### config.mk
export PLATFORM = sky130hd
export DESIGN_NAME = apb_slave_regfile_flat
export DESIGN_NICKNAME = d
export VERILOG_FILES = /design/src/rtl/apb_pkg.sv /design/src/rtl/apb_slave_regfile_if.sv /design/src/rtl/apb_reg_bank.sv /design/src/rtl/apb_slave_regfile.sv /design/src/flat_wrapper.sv
export SDC_FILE = /design/constraint.sdc
export NUM_CORES = 1
export LEC_CHECK = 0
export ABC_AREA = 0
export CORE_ASPECT_RATIO = 1.2
export CORE_UTILIZATION = 46
export DETAILED_ROUTE_END_ITERATION = 10
export GPL_ROUTABILITY_DRIVEN = 1
export PLACE_DENSITY_LB_ADDON = 0.1
export REMOVE_ABC_BUFFERS = 1
export SLEW_MARGIN = 30
export SYNTH_ARGS = -nofsm -noshare
export SYNTH_HDL_FRONTEND = slang
export SYNTH_HIERARCHICAL = 1
export SYNTH_SLANG_ARGS = --single-unit
### constraint.sdc
create_clock -name pclk_i -period 31.9 [get_ports pclk_i]
set_input_delay 6.38 -clock pclk_i [delete_from_list [all_inputs] [get_ports pclk_i]]
set_output_delay 6.38 -clock pclk_i [all_outputs]
set_load 0.05 [all_outputs]
### src/rtl/apb_pkg.sv
// Shared types and helpers for the APB slave register file.
package apb_pkg;

  typedef enum logic [1:0] {
    IDLE = 2'd0,
    WAIT = 2'd1,
    RESP = 2'd2
  } state_t;

  localparam logic APB_OKAY = 1'b0;
  localparam logic APB_ERR  = 1'b1;

  localparam int MAX_DW = 128;
  localparam int MAX_SW = MAX_DW / 8;

  function automatic logic [MAX_DW-1:0] strb_merge(
    input logic [MAX_DW-1:0] old_d,
    input logic [MAX_DW-1:0] new_d,
    input logic [MAX_SW-1:0] strb
  );
    logic [MAX_DW-1:0] m;
    m = old_d;
    for (int k = 0; k < MAX_SW; k++) begin
      if (strb[k]) m[k*8 +: 8] = new_d[k*8 +: 8];
    end
    return m;
  endfunction

endpackage

### src/rtl/apb_slave_regfile_if.sv
// APB bus bundle between the master and the register-file slave.
interface apb_slave_regfile_if #(
  parameter int ADDR_WIDTH = 32,
  parameter int DATA_WIDTH = 32
);
  logic [ADDR_WIDTH-1:0]   paddr_i;
  logic [2:0]              pport_i;
  logic                    psel_i;
  logic                    penable_i;
  logic                    pwrite_i;
  logic [DATA_WIDTH-1:0]   pwdata_i;
  logic [DATA_WIDTH/8-1:0] pstrb_i;
  logic                    pready_o;
  logic [DATA_WIDTH-1:0]   prdata_o;
  logic                    pslverr_o;

  modport slave (
    input  paddr_i, pport_i, psel_i, penable_i,
    input  pwrite_i, pwdata_i, pstrb_i,
    output pready_o, prdata_o, pslverr_o
  );

  modport master (
    output paddr_i, pport_i, psel_i, penable_i,
    output pwrite_i, pwdata_i, pstrb_i,
    input  pready_o, prdata_o, pslverr_o
  );
endinterface

### src/rtl/apb_reg_bank.sv
// Register storage with byte-strobed writes and one-cycle write pulses.
module apb_reg_bank
  import apb_pkg::*;
#(
  parameter int NUM_REGS   = 16,
  parameter int DATA_WIDTH = 32,
  parameter int IDX_W      = 4
) (
  input  logic                           i_clk,
  input  logic                           i_rst,
  input  logic                           i_wr_en,
  input  logic [IDX_W-1:0]               i_index,
  input  logic [DATA_WIDTH-1:0]          i_wdata,
  input  logic [DATA_WIDTH/8-1:0]        i_strb,
  output logic [NUM_REGS*DATA_WIDTH-1:0] o_reg_q,
  output logic [NUM_REGS-1:0]            o_reg_wr
);

  logic [DATA_WIDTH-1:0] r_regs [NUM_REGS];
  logic [NUM_REGS-1:0]   r_wr;
  logic [DATA_WIDTH-1:0] w_merged;

  assign w_merged = DATA_WIDTH'(strb_merge(
    MAX_DW'(r_regs[i_index]),
    MAX_DW'(i_wdata),
    MAX_SW'(i_strb)));

  always_ff @(posedge i_clk or posedge i_rst) begin
    if (i_rst) begin
      for (int i = 0; i < NUM_REGS; i++) r_regs[i] <= '0;
      r_wr <= '0;
    end else begin
      r_wr <= '0;
      if (i_wr_en) begin
        r_regs[i_index] <= w_merged;
        r_wr[i_index]   <= 1'b1;
      end
    end
  end

  for (genvar g = 0; g < NUM_REGS; g++) begin : g_flat
    assign o_reg_q[g*DATA_WIDTH +: DATA_WIDTH] = r_regs[g];
  end

  assign o_reg_wr = r_wr;

endmodule

### src/rtl/apb_slave_regfile.sv
// APB slave: transfer FSM, wait counter, address decode and read mux.
module apb_slave_regfile
  import apb_pkg::*;
#(
  parameter int                    ADDR_WIDTH  = 32,
  parameter int                    DATA_WIDTH  = 32,
  parameter int                    NUM_REGS    = 16,
  parameter logic [ADDR_WIDTH-1:0] BASE_ADDR   = '0,
  parameter int                    WAIT_CYCLES = 1,
  parameter logic [DATA_WIDTH-1:0] ID_VALUE    = 'hA9B0_0001
) (
  input  logic                           pclk_i,
  input  logic                           prst_i,
  apb_slave_regfile_if.slave             bus,
  output logic [NUM_REGS*DATA_WIDTH-1:0] reg_q_o,
  output logic [NUM_REGS-1:0]            reg_wr_o
);

  localparam int IDX_W = $clog2(NUM_REGS);
  localparam int SW    = DATA_WIDTH / 8;
  localparam int AW1   = ADDR_WIDTH + 1;
  localparam logic [AW1-1:0] LO = {1'b0, BASE_ADDR};
  localparam logic [AW1-1:0] HI = LO + AW1'(4 * NUM_REGS);

  state_t                r_state;
  state_t                w_next;
  logic [3:0]            r_cnt;
  logic                  r_write;
  logic                  r_err;
  logic [IDX_W-1:0]      r_idx;
  logic [DATA_WIDTH-1:0] r_wdata;
  logic [SW-1:0]         r_strb;

  logic [AW1-1:0]        w_addr;
  logic [AW1-1:0]        w_off;
  logic [IDX_W-1:0]      w_idx;
  logic                  w_setup;
  logic                  w_err;
  logic                  w_done;
  logic                  w_wr_en;
  logic [DATA_WIDTH-1:0] w_rdata;
  logic [DATA_WIDTH-1:0] w_regs [NUM_REGS];
  logic                  w_unused;

  assign w_addr  = {1'b0, bus.paddr_i};
  assign w_off   = w_addr - LO;
  assign w_idx   = w_off[IDX_W+1:2];
  assign w_setup = bus.psel_i & ~bus.penable_i;

  // Register 0 is the read-only ID, so writes to it are errors too.
  assign w_err = (bus.paddr_i[1:0] != 2'b00)
               | (w_addr < LO)
               | (w_addr >= HI)
               | (bus.pwrite_i & (w_idx == '0));

  assign w_done  = (r_state == RESP) & bus.psel_i & bus.penable_i;
  assign w_wr_en = w_done & r_write & (r_err == APB_OKAY);

  assign w_unused = ^{bus.pport_i, w_off};

  always_ff @(posedge pclk_i or posedge prst_i) begin
    if (prst_i) r_state <= IDLE;
    else        r_state <= w_next;
  end

  always_comb begin
    w_next = r_state;
    unique case (r_state)
      IDLE: if (w_setup) w_next = (WAIT_CYCLES == 0) ? RESP : WAIT;
      WAIT: begin
        if (!bus.psel_i)     w_next = IDLE;
        else if (r_cnt == 4'd1) w_next = RESP;
      end
      RESP: begin
        if (!bus.psel_i || bus.penable_i) w_next = IDLE;
      end
      default: w_next = IDLE;
    endcase
  end

  always_comb begin
    bus.pready_o  = 1'b0;
    bus.pslverr_o = APB_OKAY;
    bus.prdata_o  = '0;
    if (r_state == RESP) begin
      bus.pready_o  = 1'b1;
      bus.pslverr_o = r_err;
      if (r_err == APB_OKAY && !r_write) bus.prdata_o = w_rdata;
    end
  end

  always_ff @(posedge pclk_i or posedge prst_i) begin
    if (prst_i) begin
      r_cnt   <= '0;
      r_write <= 1'b0;
      r_err   <= APB_OKAY;
      r_idx   <= '0;
      r_wdata <= '0;
      r_strb  <= '0;
    end else if (r_state == IDLE && w_setup) begin
      r_cnt   <= 4'(WAIT_CYCLES);
      r_write <= bus.pwrite_i;
      r_err   <= w_err ? APB_ERR : APB_OKAY;
      r_idx   <= w_idx;
      r_wdata <= bus.pwdata_i;
      r_strb  <= bus.pstrb_i;
    end else if (r_state == WAIT) begin
      r_cnt <= r_cnt - 4'd1;
    end
  end

  for (genvar g = 0; g < NUM_REGS; g++) begin : g_unflat
    assign w_regs[g] = reg_q_o[g*DATA_WIDTH +: DATA_WIDTH];
  end

  assign w_rdata = (r_idx == '0) ? ID_VALUE : w_regs[r_idx];

  apb_reg_bank #(
    .NUM_REGS   (NUM_REGS),
    .DATA_WIDTH (DATA_WIDTH),
    .IDX_W      (IDX_W)
  ) u_bank (
    .i_clk    (pclk_i),
    .i_rst    (prst_i),
    .i_wr_en  (w_wr_en),
    .i_index  (r_idx),
    .i_wdata  (r_wdata),
    .i_strb   (r_strb),
    .o_reg_q  (reg_q_o),
    .o_reg_wr (reg_wr_o)
  );

endmodule

### src/flat_wrapper.sv
// flat-port wrapper written by rule: the top's interface ports become plain ports
module apb_slave_regfile_flat import apb_pkg::*;
#(
  parameter int                    ADDR_WIDTH  = 32,
  parameter int                    DATA_WIDTH  = 32,
  parameter int                    NUM_REGS    = 16,
  parameter logic [ADDR_WIDTH-1:0] BASE_ADDR   = '0,
  parameter int                    WAIT_CYCLES = 1,
  parameter logic [DATA_WIDTH-1:0] ID_VALUE    = 'hA9B0_0001
)
  (pclk_i, prst_i, reg_q_o, reg_wr_o, bus_paddr_i, bus_pport_i, bus_psel_i, bus_penable_i, bus_pwrite_i, bus_pwdata_i, bus_pstrb_i, bus_pready_o, bus_prdata_o, bus_pslverr_o);
  apb_slave_regfile_if #(.ADDR_WIDTH(ADDR_WIDTH), .DATA_WIDTH(DATA_WIDTH)) bus_i ();
  input  logic pclk_i;
  input  logic prst_i;
  output logic [NUM_REGS*DATA_WIDTH-1:0] reg_q_o;
  output logic [NUM_REGS-1:0] reg_wr_o;
  input wire logic [$bits(bus_i.paddr_i)-1:0] bus_paddr_i;
  input wire logic [$bits(bus_i.pport_i)-1:0] bus_pport_i;
  input wire logic [$bits(bus_i.psel_i)-1:0] bus_psel_i;
  input wire logic [$bits(bus_i.penable_i)-1:0] bus_penable_i;
  input wire logic [$bits(bus_i.pwrite_i)-1:0] bus_pwrite_i;
  input wire logic [$bits(bus_i.pwdata_i)-1:0] bus_pwdata_i;
  input wire logic [$bits(bus_i.pstrb_i)-1:0] bus_pstrb_i;
  output wire logic [$bits(bus_i.pready_o)-1:0] bus_pready_o;
  output wire logic [$bits(bus_i.prdata_o)-1:0] bus_prdata_o;
  output wire logic [$bits(bus_i.pslverr_o)-1:0] bus_pslverr_o;
  assign bus_i.paddr_i = bus_paddr_i;
  assign bus_i.pport_i = bus_pport_i;
  assign bus_i.psel_i = bus_psel_i;
  assign bus_i.penable_i = bus_penable_i;
  assign bus_i.pwrite_i = bus_pwrite_i;
  assign bus_i.pwdata_i = bus_pwdata_i;
  assign bus_i.pstrb_i = bus_pstrb_i;
  assign bus_pready_o = bus_i.pready_o;
  assign bus_prdata_o = bus_i.prdata_o;
  assign bus_pslverr_o = bus_i.pslverr_o;
  apb_slave_regfile #(.ADDR_WIDTH(ADDR_WIDTH), .DATA_WIDTH(DATA_WIDTH), .NUM_REGS(NUM_REGS), .BASE_ADDR(BASE_ADDR), .WAIT_CYCLES(WAIT_CYCLES), .ID_VALUE(ID_VALUE)) u_core (.pclk_i(pclk_i), .prst_i(prst_i), .bus(bus_i), .reg_q_o(reg_q_o), .reg_wr_o(reg_wr_o));
endmodule
* Word-level counts from Yosys, hierarchy flattened
Cells that the tools add are included.
** Word-level totals
- Flip-flop bits (word level) :: 576
- Input port bits :: 76
- Output and inout bits :: 562
- Word-level logic and storage cells :: 88
** Cells by class
- $add $sub $neg :: 1
- $lt $le $gt $ge :: 6
- Eq/ne operators :: 6
- Muxes and demuxes :: 26
- Bitwise operators :: 12
- Reductions and logical operators :: 13
** Operator list (number)
- $bwmux 512 :: 1
- $mux 32 :: 6
- $bmux 32 s4 :: 1
- $demux 32 s4 :: 1
- $ge 32x7->1 const B :: 1
- $lt 32x1->1 const B :: 1
- $mux 8 :: 4
- $mux 16 :: 1
- $logic_not 4->1 :: 2
- $mux 2 :: 4
- $mux 4 :: 2
- $and 1x1->1 :: 6
- $pmux 2 s3 :: 1
- $ge 5x5->1 const B :: 1
- $lt 4x5->1 const B :: 1
- $lt 5x1->1 const B :: 1
- $not 4->5 :: 1
- $demux 1 s4 :: 1
- $eq 4x1->1 const B :: 1
- $ge 4x1->1 const B :: 1
- $logic_and 1x1->1 :: 4
- $mux 1 :: 4
- $reduce_bool 2->1 :: 2
- $sub 4x1->4 const B :: 1
- other kinds (11) :: 15

* Longest topological paths before layout
- Depth after elaboration :: 7
- Mapped depth :: 9
- Mapped depth without buffers :: 7

* Modules after synthesis
Netlist, hierarchy kept.
** Modules (own cells, without submodules)
- apb_reg_bank :: instances 1, cells each 2314, area an instance 24109.4 µm², sequential area each 13212.7 µm²
- apb_slave_regfile :: instances 1, cells each 531, area an instance 5875.6 µm², sequential area each 1201.2 µm²

* Worst setup path after synthesis
No wires, ideal clock.
- Path kind :: reg-to-output
- From :: register u_core.r_idx[2]
- To :: output port bus_prdata_o[26]
- Arrival :: 2.554 ns
- Data required time :: 25.520 ns
- Setup slack :: 22.966 ns
- Stages on the path, launching flop included :: 7
- Buffers on the path :: 3
- Path through :: dfrtp_1 > buf_2 > buf_2 > buf_1 > mux4_2 > mux2i_1 > o21ai_0
** On the way
- Longest elaborated chain between the ends :: 7
- Elaborated cells between the ends (all ways) :: 8
- Classes of those cells :: mux: 6; bitwise: 1; reduce/logical: 1
** Ends and longest elaborated chain
- from (decl) :: line apb_slave_regfile.sv:30 : logic [IDX_W-1:0] r_idx;
- from (signal assigned) :: line apb_slave_regfile.sv:104 : r_idx <= w_idx;
- $not 4->5 (implied by the code) :: line apb_slave_regfile.sv:116 : assign w_rdata = (r_idx == '0) ? ID_VALUE : w_regs[r_idx];
- $bmux 32 s4 :: line apb_slave_regfile.sv:116
- $mux 32 (implied by the code) (2 in series) :: line apb_slave_regfile.sv:116
- $mux 32 * :: line apb_slave_regfile.sv:116
- $mux 32 * :: line apb_slave_regfile.sv:88 : if (r_err == APB_OKAY && !r_write) bus.prdata_o = w_rdata;
- $mux 32 * :: line apb_slave_regfile.sv:85 : if (r_state == RESP) begin
- to (decl) :: line flat_wrapper.sv:25 : output wire logic [$bits(bus_i.prdata_o)-1:0] bus_prdata_o;
Mark *: on every way between the ends. The rest lies on a longest branch, timed or not. The select of a mux whose other input is x is not followed.

* Final worst setup path
- From :: register u_core.r_idx[0]
- To :: output port bus_prdata_o[0]
The elaborated chain is that of the path after synthesis.

==> metrics <==
status=finished, final reports clean; Row Count=102; slew at the pin closest to its max-slew limit=1.13 ns; Async SR Flop Fraction=100%; Hold Fails Final Rpt=0; CTS H-tree depth=2; Critical R2R Launch=u_core/r_idx[0]; Placer Congestion=0.884; worst-path fanout max=50; Final Critical Period=11.73 ns; slew margin rel.=24.5%; GRT Util Overall=37.2%; WP data arrival=5.35 ns; first-pass GRT wire length=180000 µm; initial detailed-routing violation count=2576; R2R setup slack=27.53 ns; Ports=638; setup violators final=0; Setup crit end kind=output port; Post-Synthesis Cells=2845; Mean Syn Cell Area=10.5 µm²; Critical Path Source=u_core/r_idx[0]; hold crit path type=flip-flop to flip-flop; Post-Synthesis Cell Area=30000 µm²; Port Buffers=634; synth cell count leaders=576 x dfrtp_1, 435 x nand2_1, 269 x nor2_1; total clock sinks=576; die height=282 µm; Avg WL per Cell=29.6 µm; count leader, synth=dfrtp_1; largest net degree at the start of global routing=189; Final Max Tran Viols=0; Post-Place Cells=4114; crit share post-route=36.8%; Non-Filler Instances=4227; Core Box Area=64400 µm²; GRT overflow=0; R2R depth=7; Top FF cell, synth=dfrtp_1; Clock Latency Late Sink=0.63 ns; Max Clk Rate=0.0853 GHz; Cells on Worst Hold Path=2; drt first pass iters=6; Post-CTS Hold Buffers=0; post-route setup TNS=0 ns; Yosys Warn Count=6; vias per cell=6.27; Distinct cells, synth=51; Clock Path Buffers=3; post-CTS setup buffers=0; Critical Path RT=25.52 ns; routed wire length=125000 µm; Yosys reg bits=576; r2r endpoint=u_core/u_bank/o_reg_q[177]; Post-synth EDFFs=0; DP Wirelength=79400 µm; Hold Path End=u_core/r_wdata[0]; Synth top area share=48.1%; DRC viols=0; Max-cap violations=0; Pleak=16.2 nW; vias=26500; width of the die=235 µm; Final ANT Viol Nets=0; synth top area cells=dfrtp_1 48%, mux4_2 8.4%, mux2i_1 6.1%, nand2_1 5.4%, a31oi_1 5.3%; maximum VDD drop=0.0000526 V; Post-CTS Resized=0; Fin Clk Skew=0.0173 ns; clock-pin slew on the worst setup and hold paths=0.07 ns; NumNets Final=3423; area leader, netlist=dfrtp_1; TritonCTS clock tree=built; initial core utilization=46.5%; share of layout cells above drive strength 1=15.1%; Die Area=66200 µm²; CTS Root Cell=clkbuf_16; CP Launch Type=flip-flop; power per cell area=56.3 nW/µm²; RSZ-0062 raised after global routing=false; Layout area overhead=29.1%; initial antenna violation count=5; Final Util=60.0%; CTS buffer count=59; min-delay src=u_core/r_wdata[0]; sequential share of the synthesized area=48.1%; vias in the first global route=26600; critical setup path kind=flip-flop to output port
flip-flops by register name, indices dropped and copies added (netlist names):
register	count
u_core/u_bank/o_reg_q	512
u_core/r_wdata	32
u_core/u_bank/o_reg_wr	16
u_core/r_cnt	4
u_core/r_idx	4
u_core/r_strb	4
u_core/r_state	2
u_core/r_err	1
u_core/r_write	1
layer usage:
metal	up-vias	track usage, %	wire length, µm
li1	11400	-	-
met1	13300	45.1	45700
met2	1470	61.7	59900
met3	298	11.4	14200
met4	4	15.6	5440
met5	-	0	21
cells by family (layout without fill, tap and decap cells):
| kind of cell | count (synthesis) | count (layout) | synth area share (%) |
|---|---|---|---|
| flip-flops | 576 | 576 | 48.1 |
| other | 0 | 4 | 0 |
| multiplexers | 424 | 424 | 19.4 |
| AND/OR/NAND/NOR | 820 | 820 | 11.9 |
| buffers and inverters | 271 | 817 | 4.66 |
| adder cells (fa/ha/maj) | 2 | 2 | 0.0834 |
| XOR/XNOR | 1 | 1 | 0.0292 |
| AO/OA/AOI/OAI | 751 | 751 | 15.9 |
cell usage in the layout (no fill, tap or decap), types with 24 or more instances in the layout:
cell / synthesis / routed
a21o_2: 26 / 26
mux4_2: 112 / 112
o21ai_1: 27 / 27
a21oi_1: 34 / 34
nand3_2: 32 / 36
dfrtp_1: 576 / 571
mux2i_1: 184 / 184
nor2_1: 269 / 268
clkdlybuf4s50_1: 0 / 634
mux2_2: 128 / 128
nor2b_1: 40 / 38
o21ai_0: 256 / 256
clkbuf_16: 0 / 61
a31oi_1: 256 / 256
nand2_1: 435 / 430
a211oi_2: 24 / 24
a222oi_1: 32 / 32
a22oi_1: 56 / 56
buf_4: 44 / 43
through the flow:
step           hold WS, ns  area, µm²  setup WS [ns]  total power (W)
3_5_place_dp         0.465      36600          20.63          0.00146
2_1_floorplan        0.446      28700          10.77          0.00134
5_1_grt              0.504      38700          19.95          0.00225
4_1_cts              0.480      38600          19.96          0.00217
6_report             0.478      38700          20.17          0.00218
3_3_place_gp         0.460      36600          20.72          0.00145
where the power goes:
part | switching, W | internal (W)
sequential | 0.0000586 | 0.000754
combinational | 0.000439 | 0.000212
clock | 0.000299 | 0.000416
total | 0.000796 | 0.00138
layout make-up:
class                      count  area [µm²]
timing repair buffer         688        6860
multi-input combinational   1998       14300
sequential                   576       14400
antenna                        4        10.0
clock inverter                23         245
clock buffer                  84        1730
fill                        5390       25800
tap                          832        1040
inverter                      22         106
how the worst max path moves through the flow:
stage	end	slack (ns)
2_1_floorplan	u_core/u_bank/o_reg_q[0]	10.77
3_3_place_gp	bus_prdata_o[31]	20.72
3_5_place_dp	bus_prdata_o[0]	20.63
4_1_cts	bus_prdata_o[0]	19.96
5_1_grt	bus_prdata_o[0]	19.95
6_report	bus_prdata_o[0]	20.17
worst max-delay path, cell delays in order, from the launching register on:
cell and delay [ns]:
dfrtp_4 0.87, buf_6 0.68, buf_4 0.72, nand2_1 0.77, o22ai_1 0.36, o311a_1 0.26
clkdlybuf4s50_1 0.88
Power figures use the tool's default switching activity.
